## src/rtl/hi_lo_unit_pkg.sv

```systemverilog
// Shared types for the HI/LO unit: op classes, FSM encoding, default width.
// HI_LO_DIV_EN adds the DIV state used by the optional iterative divider.
package hi_lo_unit_pkg;

    localparam int DATA_W_DEF = 32;

    typedef enum logic [2:0] {
        OP_NONE = 3'd0,
        OP_MULT = 3'd1,
        OP_MADD = 3'd2,
        OP_MSUB = 3'd3,
        OP_MTHI = 3'd4,
        OP_MTLO = 3'd5,
        OP_DIV  = 3'd6
    } op_e;

    typedef enum logic [1:0] {
        ST_IDLE = 2'd0,
        ST_RUN  = 2'd1
`ifdef HI_LO_DIV_EN
        , ST_DIV = 2'd2
`endif
    } state_e;

    // Decoder flags to op class, highest priority first.
    function automatic op_e decode_op(input logic hw, input logic lw, input logic madd,
                                      input logic msub, input logic div);
        if (madd && msub) return OP_NONE;
        if (madd)         return OP_MADD;
        if (msub)         return OP_MSUB;
        if (div)          return OP_DIV;
        if (hw && lw)     return OP_MULT;
        if (hw)           return OP_MTHI;
        if (lw)           return OP_MTLO;
        return OP_NONE;
    endfunction

endpackage

```

## src/rtl/hi_lo_divider.sv

```systemverilog
// Restoring divider, one quotient bit per step; signs fixed on the magnitudes at the end.
// Latency: load + DATA_W steps; no backpressure, the parent sequences load/step.
module hi_lo_divider
    import hi_lo_unit_pkg::*;
#(
    parameter int DATA_W = DATA_W_DEF
) (
    input  logic              clk,
    input  logic              rst,
    input  logic              load,
    input  logic              step,
    input  logic              sgn,
    input  logic [DATA_W-1:0] dividend,
    input  logic [DATA_W-1:0] divisor,
    output logic [DATA_W-1:0] quotient,
    output logic [DATA_W-1:0] remainder
);

    logic [DATA_W-1:0] rem, quo, dvs, raw_dvd;
    logic              neg_q, neg_r, dvz;
    logic              neg_a, neg_b;
    logic [DATA_W:0]   shifted;
    logic [DATA_W-1:0] sub;
    logic              fits;

    assign neg_a   = sgn & dividend[DATA_W-1];
    assign neg_b   = sgn & divisor[DATA_W-1];
    assign shifted = {rem, quo[DATA_W-1]};
    assign fits    = shifted >= {1'b0, dvs};
    // The true difference is below dvs, so the low DATA_W bits are exact.
    assign sub     = shifted[DATA_W-1:0] - dvs;

    always_ff @(posedge clk or posedge rst) begin
        if (rst) begin
            rem     <= '0;
            quo     <= '0;
            dvs     <= '0;
            raw_dvd <= '0;
            neg_q   <= 1'b0;
            neg_r   <= 1'b0;
            dvz     <= 1'b0;
        end else if (load) begin
            rem     <= '0;
            quo     <= neg_a ? -dividend : dividend;
            dvs     <= neg_b ? -divisor : divisor;
            raw_dvd <= dividend;
            neg_q   <= neg_a ^ neg_b;
            neg_r   <= neg_a;
            dvz     <= (divisor == '0);
        end else if (step) begin
            rem <= fits ? sub : shifted[DATA_W-1:0];
            quo <= {quo[DATA_W-2:0], fits};
        end
    end

    assign quotient  = dvz ? '1 : (neg_q ? -quo : quo);
    assign remainder = dvz ? raw_dvd : (neg_r ? -rem : rem);

endmodule

```

## src/rtl/hi_lo_unit.sv

```systemverilog
// HI/LO register owner: mthi/mtlo in one edge, mult/madd/msub after MUL_LATENCY busy cycles.
// Busy high while an op runs; flags seen during Busy are dropped. HI_LO_DIV_EN adds div.
module hi_lo_unit
    import hi_lo_unit_pkg::*;
#(
    parameter int MUL_LATENCY = 3,
    parameter int DATA_W      = DATA_W_DEF
) (
    input  logic              Clk,
    input  logic              Reset,
    input  logic              HiWrite,
    input  logic              LoWrite,
    input  logic              Madd,
    input  logic              Msub,
    input  logic              Signed,
    input  logic              HiOrLo,
`ifdef HI_LO_DIV_EN
    input  logic              Div,
`endif
    input  logic [DATA_W-1:0] RsData,
    input  logic [DATA_W-1:0] RtData,
    output logic [DATA_W-1:0] HiLoOut,
    output logic              Busy,
    output logic [DATA_W-1:0] Hi,
    output logic [DATA_W-1:0] Lo
);

    localparam int CNT_W = $clog2(DATA_W + MUL_LATENCY + 1);

    state_e              state, state_d;
    logic [CNT_W-1:0]    cnt, cnt_d;
    logic [DATA_W-1:0]   hi_q, lo_q, hi_d, lo_d;
    op_e                 op_q, op_dec;
    logic [DATA_W-1:0]   op_a, op_b;
    logic                op_sgn;
    logic                accept;
    logic                div_flag;
    logic [2*DATA_W-1:0] ext_a, ext_b, prod, pair, acc;

`ifdef HI_LO_DIV_EN
    logic              div_load, div_step;
    logic [DATA_W-1:0] div_quo, div_rem;

    assign div_flag = Div;

    hi_lo_divider #(.DATA_W(DATA_W)) u_div (
        .clk       (Clk),
        .rst       (Reset),
        .load      (div_load),
        .step      (div_step),
        .sgn       (Signed),
        .dividend  (RsData),
        .divisor   (RtData),
        .quotient  (div_quo),
        .remainder (div_rem)
    );
`else
    assign div_flag = 1'b0;
`endif

    assign op_dec = decode_op(HiWrite, LoWrite, Madd, Msub, div_flag);

    assign ext_a = {{DATA_W{op_sgn & op_a[DATA_W-1]}}, op_a};
    assign ext_b = {{DATA_W{op_sgn & op_b[DATA_W-1]}}, op_b};
    assign prod  = ext_a * ext_b;
    assign pair  = {hi_q, lo_q};

    always_comb begin
        case (op_q)
            OP_MADD: acc = pair + prod;
            OP_MSUB: acc = pair - prod;
            default: acc = prod;
        endcase
    end

    always_comb begin
        state_d = state;
        cnt_d   = cnt;
        hi_d    = hi_q;
        lo_d    = lo_q;
        accept  = 1'b0;
`ifdef HI_LO_DIV_EN
        div_load = 1'b0;
        div_step = 1'b0;
`endif
        case (state)
            ST_IDLE: begin
                case (op_dec)
                    OP_MTHI: hi_d = RsData;
                    OP_MTLO: lo_d = RsData;
                    OP_MULT, OP_MADD, OP_MSUB: begin
                        accept  = 1'b1;
                        state_d = ST_RUN;
                        cnt_d   = CNT_W'(MUL_LATENCY - 1);
                    end
`ifdef HI_LO_DIV_EN
                    OP_DIV: begin
                        accept   = 1'b1;
                        div_load = 1'b1;
                        state_d  = ST_DIV;
                        cnt_d    = CNT_W'(DATA_W);
                    end
`endif
                    default: ;
                endcase
            end
            ST_RUN: begin
                if (cnt == '0) begin
                    {hi_d, lo_d} = acc;
                    state_d      = ST_IDLE;
                end else begin
                    cnt_d = cnt - 1'b1;
                end
            end
`ifdef HI_LO_DIV_EN
            ST_DIV: begin
                if (cnt == '0) begin
                    hi_d    = div_rem;
                    lo_d    = div_quo;
                    state_d = ST_IDLE;
                end else begin
                    div_step = 1'b1;
                    cnt_d    = cnt - 1'b1;
                end
            end
`endif
            default: begin
                state_d = ST_IDLE;
                cnt_d   = '0;
            end
        endcase
    end

    always_ff @(posedge Clk or posedge Reset) begin
        if (Reset) begin
            state  <= ST_IDLE;
            cnt    <= '0;
            hi_q   <= '0;
            lo_q   <= '0;
            op_q   <= OP_NONE;
            op_a   <= '0;
            op_b   <= '0;
            op_sgn <= 1'b0;
        end else begin
            state <= state_d;
            cnt   <= cnt_d;
            hi_q  <= hi_d;
            lo_q  <= lo_d;
            if (accept) begin
                op_q   <= op_dec;
                op_a   <= RsData;
                op_b   <= RtData;
                op_sgn <= Signed;
            end
        end
    end

    assign Busy    = (state != ST_IDLE);
    assign Hi      = hi_q;
    assign Lo      = lo_q;
    assign HiLoOut = HiOrLo ? hi_q : lo_q;

endmodule

```

## config.mk

```make
export PLATFORM = sky130hd
export DESIGN_NAME = hi_lo_unit
export DESIGN_NICKNAME = d
export VERILOG_FILES = /design/src/rtl/hi_lo_unit_pkg.sv /design/src/rtl/hi_lo_divider.sv /design/src/rtl/hi_lo_unit.sv
export SDC_FILE = /design/constraint.sdc
export NUM_CORES = 2
export LEC_CHECK = 0
export CAP_MARGIN = 20
export CORE_UTILIZATION = 45
export CTS_CLUSTER_SIZE = 8
export DETAILED_ROUTE_END_ITERATION = 10
export PLACE_DENSITY_LB_ADDON = 0.25
export SYNTH_ARGS = -nofsm -noshare
export SYNTH_HDL_FRONTEND = slang
export SYNTH_SLANG_ARGS = --single-unit
```

## constraint.sdc

```tcl
create_clock -name Clk -period 13.05 [get_ports Clk]
set_input_delay 1.305 -clock Clk [delete_from_list [all_inputs] [get_ports Clk]]
set_output_delay 1.305 -clock Clk [all_outputs]
set_load 0.02 [all_outputs]
```

-- Yosys cells after proc, flatten, opt, wreduce, memory -nomap -nowiden
Cells that the tools add are included.
- bits of input ports: 72
- register bits after elaboration: 140
- logic and storage cells: 95
- multipliers: 1
- mux-type cells: 57
- $add $sub $neg: 3
- reduce and logical (&&, ||, !) cells: 11
- equality and inequality tests: 13
- bitwise operators: 2
- operator list (operator ; number):
    $mux W32 ; 5
    $pmux W32 S2 ; 2
    $pmux W64 S2 ; 1
    $add A64 B64 Y64 ; 1
    $mul A33 B33 Y64 ; 1
    $sub A64 B64 Y64 ; 1
    $mux W3 ; 14
    $mux W1 ; 29
    $eq A3 B2 Y1 const B ; 4
    $mux W6 ; 2
    $pmux W6 S2 ; 1
    $eq A3 B3 Y1 const B ; 2
    $logic_not A6 Y1 ; 1
    $ne A2 B1 Y1 const B ; 3
    $reduce_and A3 Y1 ; 2
    $sub A6 B1 Y6 const B ; 1
    $mux W2 ; 2
    $ne A2 B2 Y1 const B ; 2
    $pmux W2 S2 ; 1
    $reduce_and A2 Y1 ; 2
    $reduce_bool A2 Y1 ; 2
    $eq A3 B1 Y1 const B ; 1
    $reduce_or A3 Y1 ; 1
    $and A1 B1 Y1 ; 2
    3 further kinds ; 4

-- Longest topological paths before layout
- depth in word-level cells: 34
- gate-level depth with buffers: 49
- mapped depth without buffers: 45

-- Least setup slack after synthesis
No wires, ideal clock.
- kind: flip-flop to flip-flop
- from: register op_b[6]
- to: register hi_q[31], in the netlist Hi[31]
- path slack: 1945 ps
- stages on the path, launching flop included: 46
- library setup time: 104 ps
- arrival time: 11001 ps
- path through: dfrtp_1 clkbuf_1 clkbuf_1 nand2_1 fa_1 inv_1 fa_1 inv_1 fa_1 inv_1 fa_1 fa_1 inv_1 fa_1 inv_1 fa_1 inv_1 fa_1 [... 10 more ...] or3b_2 nor2_2 nand4b_1 o21ai_0 xnor2_1 ha_1 and3_1 nand2_1 nor2_1 a2bb2oi_1 o211a_1 o21ai_1 a211o_1 o41ai_1 o21ai_0 a21oi_1 xnor3_1 a221oi_1
- longest elaborated chain between the ends: 5
- RTL lines (item ; RTL line ; RTL):
    from (decl) ; hi_lo_unit.sv:34 ; logic [DATA_W-1:0] op_a, op_b;
    from (signal assigned) ; hi_lo_unit.sv:152 ; op_b <= RtData;
    $mul A33 B33 Y64 (*) ; hi_lo_unit.sv:65 ; assign prod = ext_a * ext_b;
    $sub A64 B64 Y64 / $add A64 B64 Y64 (equally long branches) ; hi_lo_unit.sv:71, hi_lo_unit.sv:70 ;
    $pmux W64 S2 (*) ; hi_lo_unit.sv:69 ; case (op_q)
    $mux W32 (*) ; hi_lo_unit.sv:108 ; if (cnt == '0) begin
    $pmux W32 S2 (*) ; hi_lo_unit.sv:86 ; case (state)
    to (signal assigned) ; hi_lo_unit.sv:147 ; hi_q <= hi_d;
    to (decl) ; hi_lo_unit.sv:32 ; logic [DATA_W-1:0] hi_q, lo_q, hi_d, lo_d;
Mark *: on every way between the ends. The rest lies on a longest branch, timed or not. The select of a mux whose other input is x is not followed.
A chain may end at the register's enable or synchronous reset.

-- Worst setup path in the final report
- from: register op_a[18]
- to: register hi_q[31], in the netlist Hi[31]
- longest elaborated chain between the ends: 5
- RTL lines (item ; RTL line ; RTL):
    from (decl) ; hi_lo_unit.sv:34 ;
    from (signal assigned) ; hi_lo_unit.sv:151 ; op_a <= RsData;
    $mul A33 B33 Y64 (*) ; hi_lo_unit.sv:65 ;
    $sub A64 B64 Y64 / $add A64 B64 Y64 (equally long branches) ; hi_lo_unit.sv:71, hi_lo_unit.sv:70 ;
    $pmux W64 S2 (*) ; hi_lo_unit.sv:69 ;
    $mux W32 (*) ; hi_lo_unit.sv:108 ;
    $pmux W32 S2 (*) ; hi_lo_unit.sv:86 ;
Marks and branches as above.

==> metrics.log <==
INFO  metric status = finished, final reports clean
INFO  metric grt_pass1_wl = between 200,000 and 250,000 um
INFO  metric source_of_the_critical_timing_path = op_a[18]
INFO  metric clock_tree.root_cell = sky130_fd_sc_hd__clkbuf_16
INFO  metric num_rows = 121
INFO  metric grtUsageTotal = 27.75%
INFO  metric placedInstanceArea = 53,310 um2
INFO  metric timing.critical_path.buf_inv = 6
INFO  metric finish.instance_area = 53,970 um2
INFO  metric clock-skew-final = 10.25 ps
INFO  metric wl_per_cell = 21.03 um
INFO  metric clk_pin_slew_worst_paths = about 70 ps
INFO  metric cts-hold-fix-buffers = 0
INFO  metric netlist_area = 49,980 um2
INFO  metric critical_path.endpoint_type = flip-flop
INFO  metric layout_common_cells = 1,132 x sky130_fd_sc_hd__inv_1, 1,126 x sky130_fd_sc_hd__fa_1, 877 x sky130_fd_sc_hd__nand2_1
INFO  metric fin_tns_setup = 0 ps
INFO  metric cp.arrival = 12,800 ps
INFO  metric clock_sinks = ~140
INFO  metric max_cap_viol_count = 0
INFO  metric fp.coreArea = around 110,000 um2
INFO  metric die_height = 335.3 um
INFO  metric clock_insertion_delay_worst_skew = 520 ps
INFO  metric hp-class = flip-flop to flip-flop
INFO  metric final_common_cell = sky130_fd_sc_hd__inv_1
INFO  metric antenna_found_initial = 6
INFO  metric synth_ff_type = sky130_fd_sc_hd__dfrtp_1
INFO  metric io_buffers = 168
INFO  metric slew_headroom = between 30% and 40%
INFO  metric cts_repair_resize_count = 0
INFO  metric critical_path_source_type = flip-flop
INFO  metric die_width = 335.3 um
INFO  metric wl_final = 149,700 um
INFO  metric clock_tree.htree_level_count = 4
INFO  metric transition_time_at_the_pin_with_the_least_slew_margin = 1045 ps
INFO  metric detail_route.vias_per_cell = 5.468
INFO  metric worst_path_max_delay_cell = sky130_fd_sc_hd__dfrtp_1
INFO  metric slew_violations = 0
INFO  metric clock_tree.buffer_depth = 2
INFO  metric cts_buffers = 17
INFO  metric yosysUniqueCellTypes = 82
INFO  metric detail_route.iter0.violations = ~3.0k
INFO  metric tritoncts = yes
INFO  metric number_of_global_route_vias_before_repair = 41.03k
INFO  metric dpl_wire_length = 125,500 um
INFO  metric antenna_violation_net_count_after_detailed_routing = 0
INFO  metric postSynth.asyncResetShare = 100.0%
INFO  metric worst_setup_slack_for_register_to_register_paths = 650 ps
INFO  metric setup_violations = 0
INFO  metric ios = 169
INFO  metric area_growth = 7.968%
INFO  metric timing.final.crit_period = 12,400 ps
INFO  metric finalCritPeriodShare = between 90% and 100%
INFO  metric synth_seq_area_share = 6.959%
INFO  metric setup_ws = approximately 650 ps
INFO  metric crit_required = about 13,000 ps
INFO  metric hold_violations = 0
INFO  metric crit-reg2reg-launch = op_a[18]
INFO  metric hold_slack = roughly 510 ps
INFO  metric place_worst_setup_slack = 787.5 ps
INFO  metric dr.pass1.iters = 6
INFO  metric cpLargestDelayFamily = adder cells
INFO  metric synth-edff-count = 0
INFO  metric setup.worst_path.class = flip-flop to flip-flop
INFO  metric remaining_drc_errors = 0
INFO  metric crit_path_frequent_cell = sky130_fd_sc_hd__fa_1
INFO  metric timing.hold.worst.start = cnt[0]
INFO  metric grt_remaining_overflow = 0
INFO  metric post-cts-setup-buffers = 0
INFO  metric ys_ff_latch = 139
INFO  metric max_clock_freq = 80.64 MHz
INFO  metric total_of_warnings_raised_by_yosys = 0
INFO  metric layout-drive-gt1-share = 5.357%
INFO  metric nFillCells = between 10k and 15k
INFO  metric initial_utilization = 45.66%
INFO  metric route.vias.total = 38.92k
INFO  metric nNetsFinal = about 7.1k
INFO  metric finalWeightedCongestion = 0.9600
INFO  metric synth_area_per_cell = between 8 and 9 um2
INFO  metric maximum_number_of_pins_on_one_net_before_global_route_repair = 90
INFO  metric worst_path_largest_cell_delay = 910 ps
INFO  metric worst-path-max-fanout = 19
INFO  metric floorplan.die_area = ~110,000 um2
INFO  metric synthCells = ~5.6k
INFO  metric syn-num-nets = just over 7k
worst paths after layout:
| path | end | cells past startpoint |
|---|---|---|
| min in group asynchronous | cnt[4] | 2 |
| max | Hi[31] | 42 |
| max in group asynchronous | op_a[14] | 4 |
| min reg2reg | cnt[0] | 1 |
| max reg2reg | Hi[31] | 42 |
| min | cnt[0] | 1 |
state kept, by name, summed over array words and instances, names as in the netlist:
name and cells:
Hi 32, Lo 32, op_a 32, op_b 32, cnt 6, op_q 3, op_sgn 1, state 1
per-stage QoR:
stage,instances,util (%)
finish,7117,49.30
global route,7116,49.30
CTS,7112,49.24
detailed placement,7080,48.70
global placement,7080,48.70
floorplan,5626,-
final cells by class:
class / count / area, um2 / area share [%]
antenna: 3 / 7.507 / 0.01391
clock buffer: 18 / 429.2 / 0.7952
clock inverter: 14 / 162.7 / 0.3014
inverter: 1133 / 4258 / 7.890
multi-input combinational: 4039 / 41100 / 76.16
sequential: 139 / 3486 / 6.459
tap: 1476 / 1847 / 3.422
timing repair buffer: 295 / 2675 / 4.957
kinds of logic (layout without fill, tap and decap cells):
| logic type | count (synthesis) | in the layout | share of synthesized area (%) |
|---|---|---|---|
| and+or+nand+nor | 1663 | 1663 | 15.76 |
| DFF | 139 | 139 | 6.959 |
| muxes | 104 | 104 | 2.328 |
| xor gates and xnor gates | 187 | 187 | 3.304 |
| AOI/OAI and AO/OA | 675 | 675 | 8.536 |
| adders and majority gates | 1410 | 1410 | 52.21 |
| buffers and inverters | 1448 | 1460 | 10.91 |
| other | 0 | 3 | 0 |
Yosys cell counts, drive strengths merged (15+ instances only):
cell type / count / share of area [%]
inv: 1133 / 8.5
fa: 1126 / 45
nand2: 878 / 6.6
and2: 367 / 4.6
clkbuf: 301 / 2.3
ha: 284 / 7.1
o21ai: 184 / 1.8
a21oi: 174 / 1.8
nor2: 141 / 1.1
dfrtp: 139 / 7.0
xnor2: 115 / 2.0
mux2: 98 / 2.2
a21o: 74 / 1.1
xor2: 71 / 1.2
nand3: 43 / 0.43
and3: 42 / 0.53
o211ai: 40 / 0.60
nor3: 32 / 0.32
a211oi: 29 / 0.45
a31oi: 27 / 0.34
or3: 24 / 0.30
nand4: 23 / 0.29
nand2b: 22 / 0.28
o21a: 22 / 0.33
or2: 20 / 0.25
o21bai: 17 / 0.26
nor2b: 15 / 0.19
nor4: 15 / 0.20
worst register-to-register path: cells and delay by family, from the launching register on:
kind,cells,cell delay [ps]
adder cells (fa/ha/maj),10,4740
XOR/XNOR,2,570
buffers and inverters,6,460
AO/OA/AOI/OAI,13,2920
flip-flops,1,910
AND/OR/NAND/NOR,11,2690
layer usage:
layer	GRT usage [%]	share of wire [%]
met5	0	0.041
met3	3.725	5.6
met4	11.09	4.3
met1	36.47	41
met2	46.29	49
Power is left out: the tool's default activity adds up to more than one toggle a clock period on the data nets, which glitch-free logic cannot reach.
